File: src/rtl/serial_adder_pkg.sv
// serial_adder shared types: FSM state encoding and default width.
// Optional subtract mode is enabled with SERIAL_ADDER_SUB_EN.
package serial_adder_pkg;

  localparam int WIDTH_DEF = 8;

  typedef enum logic [1:0] {
    IDLE = 2'b00,
    RUN  = 2'b01,
    DONE = 2'b10
  } state_t;

endpackage

File: src/rtl/serial_adder_if.sv
// Operand/result bundle for serial_adder with start/busy/done framing.
// SERIAL_ADDER_SUB_EN adds the sub request bit.
interface serial_adder_if
  import serial_adder_pkg::*;
#(
  parameter int WIDTH = WIDTH_DEF
);

  logic             start;
  logic [WIDTH-1:0] A;
  logic [WIDTH-1:0] B;
  logic             Cin;
  logic             busy;
  logic             done;
  logic [WIDTH-1:0] S;
  logic             Cout;
  logic             ovf;

`ifdef SERIAL_ADDER_SUB_EN
  logic             sub;

  modport master (
    output start, A, B, Cin, sub,
    input  busy, done, S, Cout, ovf
  );

  modport slave (
    input  start, A, B, Cin, sub,
    output busy, done, S, Cout, ovf
  );
`else
  modport master (
    output start, A, B, Cin,
    input  busy, done, S, Cout, ovf
  );

  modport slave (
    input  start, A, B, Cin,
    output busy, done, S, Cout, ovf
  );
`endif

endinterface

File: src/rtl/serial_adder_bit_cell.sv
// serial_bit_cell: combinational 1-bit full-adder slice.
// Used once per clock by serial_adder's RUN datapath.
module serial_bit_cell (
  input  logic a,
  input  logic b,
  input  logic ci,
  output logic s,
  output logic co
);

  assign s  = a ^ b ^ ci;
  assign co = (a & b) | (a & ci) | (b & ci);

endmodule

File: src/rtl/serial_adder.sv
// serial_adder: bit-serial WIDTH-bit adder, one bit per clock.
// Define SERIAL_ADDER_SUB_EN to add the subtract (sub) mode.
module serial_adder
  import serial_adder_pkg::*;
#(
  parameter int WIDTH = WIDTH_DEF
) (
  input logic         clk,
  input logic         reset,
  serial_adder_if.slave bus
);

  localparam int CNT_W = $clog2(WIDTH) + 1;
  localparam logic [CNT_W-1:0] LAST = CNT_W'(WIDTH - 1);
  localparam logic [CNT_W-1:0] ONE  = CNT_W'(1);

  state_t state_q;
  state_t state_d;

  logic [CNT_W-1:0] cnt;
  logic [WIDTH-1:0] a_sh;
  logic [WIDTH-1:0] b_sh;
  logic [WIDTH-1:0] s_sh;
  logic             carry;
  logic             sum_bit;
  logic             cy_next;

  logic [WIDTH-1:0] s_q;
  logic             cout_q;
  logic             ovf_q;
  logic             busy;
  logic             done;

  logic [WIDTH-1:0] b_load;
  logic             c_load;

`ifdef SERIAL_ADDER_SUB_EN
  // Subtract as A + ~B + 1; Cin has no meaning then.
  assign b_load = bus.sub ? ~bus.B : bus.B;
  assign c_load = bus.sub ? 1'b1 : bus.Cin;
`else
  assign b_load = bus.B;
  assign c_load = bus.Cin;
`endif

  serial_bit_cell u_cell (
    .a  (a_sh[0]),
    .b  (b_sh[0]),
    .ci (carry),
    .s  (sum_bit),
    .co (cy_next)
  );

  always_ff @(posedge clk) begin
    if (reset) state_q <= IDLE;
    else       state_q <= state_d;
  end

  always_comb begin
    state_d = state_q;
    unique case (state_q)
      IDLE:    if (bus.start) state_d = RUN;
      RUN:     if (cnt == LAST) state_d = DONE;
      DONE:    state_d = IDLE;
      default: state_d = IDLE;
    endcase
  end

  always_comb begin
    busy = 1'b0;
    done = 1'b0;
    unique case (1'b1)
      (state_q == RUN):  busy = 1'b1;
      (state_q == DONE): done = 1'b1;
      default: ;
    endcase
  end

  always_ff @(posedge clk) begin
    if (reset) begin
      cnt    <= '0;
      a_sh   <= '0;
      b_sh   <= '0;
      s_sh   <= '0;
      carry  <= 1'b0;
      s_q    <= '0;
      cout_q <= 1'b0;
      ovf_q  <= 1'b0;
    end else if (state_q == IDLE) begin
      if (bus.start) begin
        a_sh  <= bus.A;
        b_sh  <= b_load;
        carry <= c_load;
        cnt   <= '0;
      end
    end else if (state_q == RUN) begin
      a_sh  <= a_sh >> 1;
      b_sh  <= b_sh >> 1;
      s_sh  <= {sum_bit, s_sh[WIDTH-1:1]};
      carry <= cy_next;
      cnt   <= cnt + ONE;
      // carry still holds the carry into the MSB here
      if (cnt == LAST) begin
        s_q    <= {sum_bit, s_sh[WIDTH-1:1]};
        cout_q <= cy_next;
        ovf_q  <= carry ^ cy_next;
      end
    end
  end

  assign bus.busy = busy;
  assign bus.done = done;
  assign bus.S    = s_q;
  assign bus.Cout = cout_q;
  assign bus.ovf  = ovf_q;

endmodule

File: src/flat_wrapper.sv
// flat-port wrapper written by rule: the top's interface ports become plain ports
module serial_adder_flat import serial_adder_pkg::*;
#(
  parameter int WIDTH = WIDTH_DEF
)
  (clk, reset, bus_start, bus_A, bus_B, bus_Cin, bus_busy, bus_done, bus_S, bus_Cout, bus_ovf);
  serial_adder_if #(.WIDTH(WIDTH)) bus_i ();
  input logic clk;
  input logic reset;
  input wire logic [$bits(bus_i.start)-1:0] bus_start;
  input wire logic [$bits(bus_i.A)-1:0] bus_A;
  input wire logic [$bits(bus_i.B)-1:0] bus_B;
  input wire logic [$bits(bus_i.Cin)-1:0] bus_Cin;
  output wire logic [$bits(bus_i.busy)-1:0] bus_busy;
  output wire logic [$bits(bus_i.done)-1:0] bus_done;
  output wire logic [$bits(bus_i.S)-1:0] bus_S;
  output wire logic [$bits(bus_i.Cout)-1:0] bus_Cout;
  output wire logic [$bits(bus_i.ovf)-1:0] bus_ovf;
  assign bus_i.start = bus_start;
  assign bus_i.A = bus_A;
  assign bus_i.B = bus_B;
  assign bus_i.Cin = bus_Cin;
  assign bus_busy = bus_i.busy;
  assign bus_done = bus_i.done;
  assign bus_S = bus_i.S;
  assign bus_Cout = bus_i.Cout;
  assign bus_ovf = bus_i.ovf;
  serial_adder #(.WIDTH(WIDTH)) u_core (.clk(clk), .reset(reset), .bus(bus_i));
endmodule
File: config.mk
export PLATFORM = sky130hd
export DESIGN_NAME = serial_adder_flat
export DESIGN_NICKNAME = d
export VERILOG_FILES = /design/src/rtl/serial_adder_pkg.sv /design/src/rtl/serial_adder_if.sv /design/src/rtl/serial_adder_bit_cell.sv /design/src/rtl/serial_adder.sv /design/src/flat_wrapper.sv
export SDC_FILE = /design/constraint.sdc
export NUM_CORES = 1
export LEC_CHECK = 0
export ABC_AREA = 1
export CAP_MARGIN = 20
export CORE_UTILIZATION = 51
export DETAILED_ROUTE_END_ITERATION = 8
export PLACE_DENSITY_LB_ADDON = 0.25
export SETUP_SLACK_MARGIN = 0.5
export SYNTH_ARGS = -nofsm -noshare
export SYNTH_HDL_FRONTEND = slang
export SYNTH_SLANG_ARGS = --single-unit
File: constraint.sdc
create_clock -name clk -period 1.4 [get_ports clk]
set_input_delay 0.28 -clock clk [delete_from_list [all_inputs] [get_ports clk]]
set_output_delay 0.28 -clock clk [all_outputs]
set_load 0.03 [all_outputs]
==> impl_metrics.yaml <==
status:
  run_status: "finished with violations"
  violations_in_the_final_reports: "negative setup slack"
synth:
  synth_adder_area_share_pct: 1.82
  synthMuxAreaShare_pct: 0
  synth.yosys.seq_area_share_pct: 44.8
  synth_xor_area_share_pct: 0
  yosysWarningCount: 0
  mappedNetlistArea_mm2: 0.00179
  synth_area_per_cell_um2: 6.85
  synth_cell_type_count: 20
  yosys.area_share.simple_pct: 35.9
  synth_top_family_by_area: "simple AND/OR/NAND/NOR gates"
  synth_nets: 283
  synth_compound_gate_area_share_pct: 9.10
  synthCells: 261
  ys_seq_elements: 40
detailed_routing:
  drt-wirelength-per-cell_um: 17.4
  ant_nets: 0
  post_dr_vias_cell: 5.35
  route.vias.total: 2005
  drt_first_pass_iters: 4
  drcViolationCount: 0
  detailedRoute.firstIterationViolations: 221
  totalWireLength_um: 6540
critical_path:
  critPathSlowestCell: "sky130_fd_sc_hd__dfxtp_4"
  cp-end-kind: "flip-flop"
  cpLargestDelayFamily: "simple AND/OR/NAND/NOR gates"
  r2r_end: "u_core.a_sh[3]"
  worstPathBufferInverterCount: 3
  critical-path-max-stage-delay_ns: 0.37
  worst-endpoint-arrival_ns: 1.73
  r2r_start: "u_core.state_q[0]"
  reg2regPathDepth: 8
  worst-setup-path-type: "flip-flop to flip-flop"
  critPathMaxFanout: 8
  worst-endpoint-required_ns: 1.69
  cell_chain_of_the_critical_path: "buf_6, buf_6, nor2_4, clkbuf_16, nand2_1, o21ai_0, nor2_1, nor2_1"
  ff2ff_setup_slack_ns: -0.03
  worst_setup_path_start_kind: "flip-flop"
power:
  sequentialPowerShare_pct: 45.1
  comb_power_share_pct: 24.5
  cellPowerDensity_mw_per_mm2: 950
  fin_total_pwr_w: 0.00278
  power.share.clock_pct: 30.4
  vdd_drop_max_uv: 991
  power.static_leakage_nw: 1.31
  internal_power_w: 0.00196
  power.share.switching_pct: 29.3
  switchingPower_w: 0.000813
clock_tree:
  clock_tree.root_cell: "sky130_fd_sc_hd__clkbuf_4"
  worst_skew_pair_latency_ns: 0.37
  clock-sinks: 40
  tritoncts_clock_tree: "built"
  htreeDepth: 2
  cts-root-to-sink-buffers: 2
  numCtsBuffers: 5
  clk_pin_slew_ns: 0.14
placement:
  dp_hpwl_um: 2460
  preCtsSetupSlack_ns: -0.0217
  routabilityCongestion: 0.776
  io_buffers: 31
finish:
  layout.core_utilization_pct: 87.6
  num_antenna_cells: 0
  layout-drive-gt1-share_pct: 40.1
  area_overhead_of_the_layout_relative_to_synthesis_pct: 63.5
  finalNetCount: 350
  final.fill_count: 165
  layout.cells.most_common_list: "sky130_fd_sc_hd__nand2_1 (63), sky130_fd_sc_hd__nor2_1 (45), sky130_fd_sc_hd__buf_6 (23)"
  layout_commonest_cell: "sky130_fd_sc_hd__nand2_1"
global_route:
  grt_overflow_total: 0
  grt.total_usage_pct: 23.6
  grt_max_degree: 32
  grt_pass1_vias: 1462
  grt_first_pass_wirelength_um: 6300
  grt_antenna_before_repair: 0
timing:
  final_period_minus_worst_setup_slack_ns: 1.43
  fmax_mhz: 698
  final_max_slew_viol_count: 0
  slew_headroom_pct: 79.5
  worst_case_setup_margin_in_the_final_layout_ns: -0.0337
  setup_viol: 4
  period_share_pct: 102
  final_hold_viol_count: 0
  rsz0062_at_grt: "true"
  tightest_slew_ns: 0.305
  fin_skew_ns: 0.0187
  setup_tns_ns: -0.0633
worst_hold_path:
  worstHoldStart: "u_core.a_sh[7]"
  worstHoldPathCells: 2
  worstHoldPathType: "flip-flop to flip-flop"
  hold-path-endpoint: "u_core.a_sh[7]"
floorplanning:
  die-area_mm2: 0.00374
  die_h_um: 61.2
  io-pin-count: 32
  start_util_pct: 53.5
  floorplan.die.width_um: 61.2
  placeableCoreArea_mm2: 0.00334
  placementRows: 21
job:
  cap_violations: 0
-- per-layer routing --
layer  vias up  part of all wire [%]  GRT usage [%]
met5         -                     0              0
met4         0                   4.3           10.7
met3        28                   6.1           6.09
met2        97                    50           37.4
met1       937                    39           30.2
li1        943                     -              -
-- repair_timing --
action,4_1_cts,5_1_grt
endpoints found under the hold margin,0,0
setup buffers,13,10
hold buffers,0,0
gates resized for setup,105,61
endpoints found under the setup margin,52,52
pin swaps,12,39
gates cloned,1,5
-- power by group through the flow --
stage / Sequential [W] / Clock, W / Combinational (W)
floorplan: 0.00126 / 0 / 0.000260
global placement: 0.00127 / 0 / 0.000384
detailed placement: 0.00127 / 0 / 0.000389
CTS: 0.00124 / 0.000841 / 0.000466
global route: 0.00126 / 0.000897 / 0.000734
finish: 0.00125 / 0.000845 / 0.000680
-- logic make-up (layout without fill, tap and decap cells) --
group,Yosys count,count (layout)
simple gates,155,155
flops,40,40
buf+inv,33,101
fa+ha+maj,2,2
compound gates,31,31
-- area by class of cell --
| class | count | area [µm²] | area share, % |
|---|---|---|---|
| Tap cell | 46 | 57.6 | 1.97 |
| Timing Repair Buffer | 70 | 802 | 27.5 |
| Inverter | 23 | 88.8 | 3.04 |
| Multi-Input combinational cell | 188 | 1050 | 36.1 |
| Clock inverter | 2 | 38.8 | 1.33 |
| Sequential cell | 40 | 828 | 28.4 |
| Clock buffer | 6 | 51.3 | 1.76 |
-- state kept, by name, summed over array words and instances, names as in the netlist --
name             cells
u_core.a_sh          8
u_core.b_sh          8
u_core.bus.Cout      1
u_core.bus.S         8
u_core.bus.ovf       1
u_core.carry         1
u_core.cnt           4
u_core.s_sh          7
u_core.state_q       2
-- worst reg2reg max path: stages, from the launching register on --
cell	delay, ns
sky130_fd_sc_hd__dfxtp_4	0.37
sky130_fd_sc_hd__buf_6	0.13
sky130_fd_sc_hd__buf_6	0.11
sky130_fd_sc_hd__nor2_4	0.20
sky130_fd_sc_hd__clkbuf_16	0.21
sky130_fd_sc_hd__nand2_1	0.06
sky130_fd_sc_hd__o21ai_0	0.08
sky130_fd_sc_hd__nor2_1	0.08
sky130_fd_sc_hd__nor2_1	0.12
-- synth_stat cells (all sizes together) --
library cell	count	share of area (%)
nor2	58	14
buf	7	2.9
clkbuf	3	0.63
o21ai	25	7.2
dfxtp	40	45
nand3b	1	0.42
nand3	13	3.6
nand2	83	18
ha	1	0.70
fa	1	1.1
a21oi	6	1.9
inv	23	4.8
-- how the worst max path moves through the flow --
stage | from | endpoint | slack [ns] | depth (start not counted)
after detailed placement | bus_start | u_core.a_sh[0] | -0.02 | 6
after floorplan | u_core.a_sh[0] | u_core.bus.ovf | 0.30 | 7
final | u_core.state_q[0] | u_core.a_sh[3] | -0.03 | 8
after global placement | bus_start | u_core.a_sh[0] | -0.03 | 6
after CTS | u_core.state_q[0] | bus_done | 0.07 | 3
after global routing | u_core.state_q[0] | u_core.a_sh[3] | -0.1 | 8
-- metrics by stage --
stage / instances / cell area, µm² / hold WS (ns)
after CTS: 360 / 2560 / 0.458
after global placement: 338 / 2240 / 0.447
after detailed placement: 338 / 2240 / 0.452
after floorplan: 261 / 1840 / 0.339
final: 375 / 2920 / 0.473
after global routing: 375 / 2920 / 0.503
No activity file was read; power rests on OpenSTA's default activity.
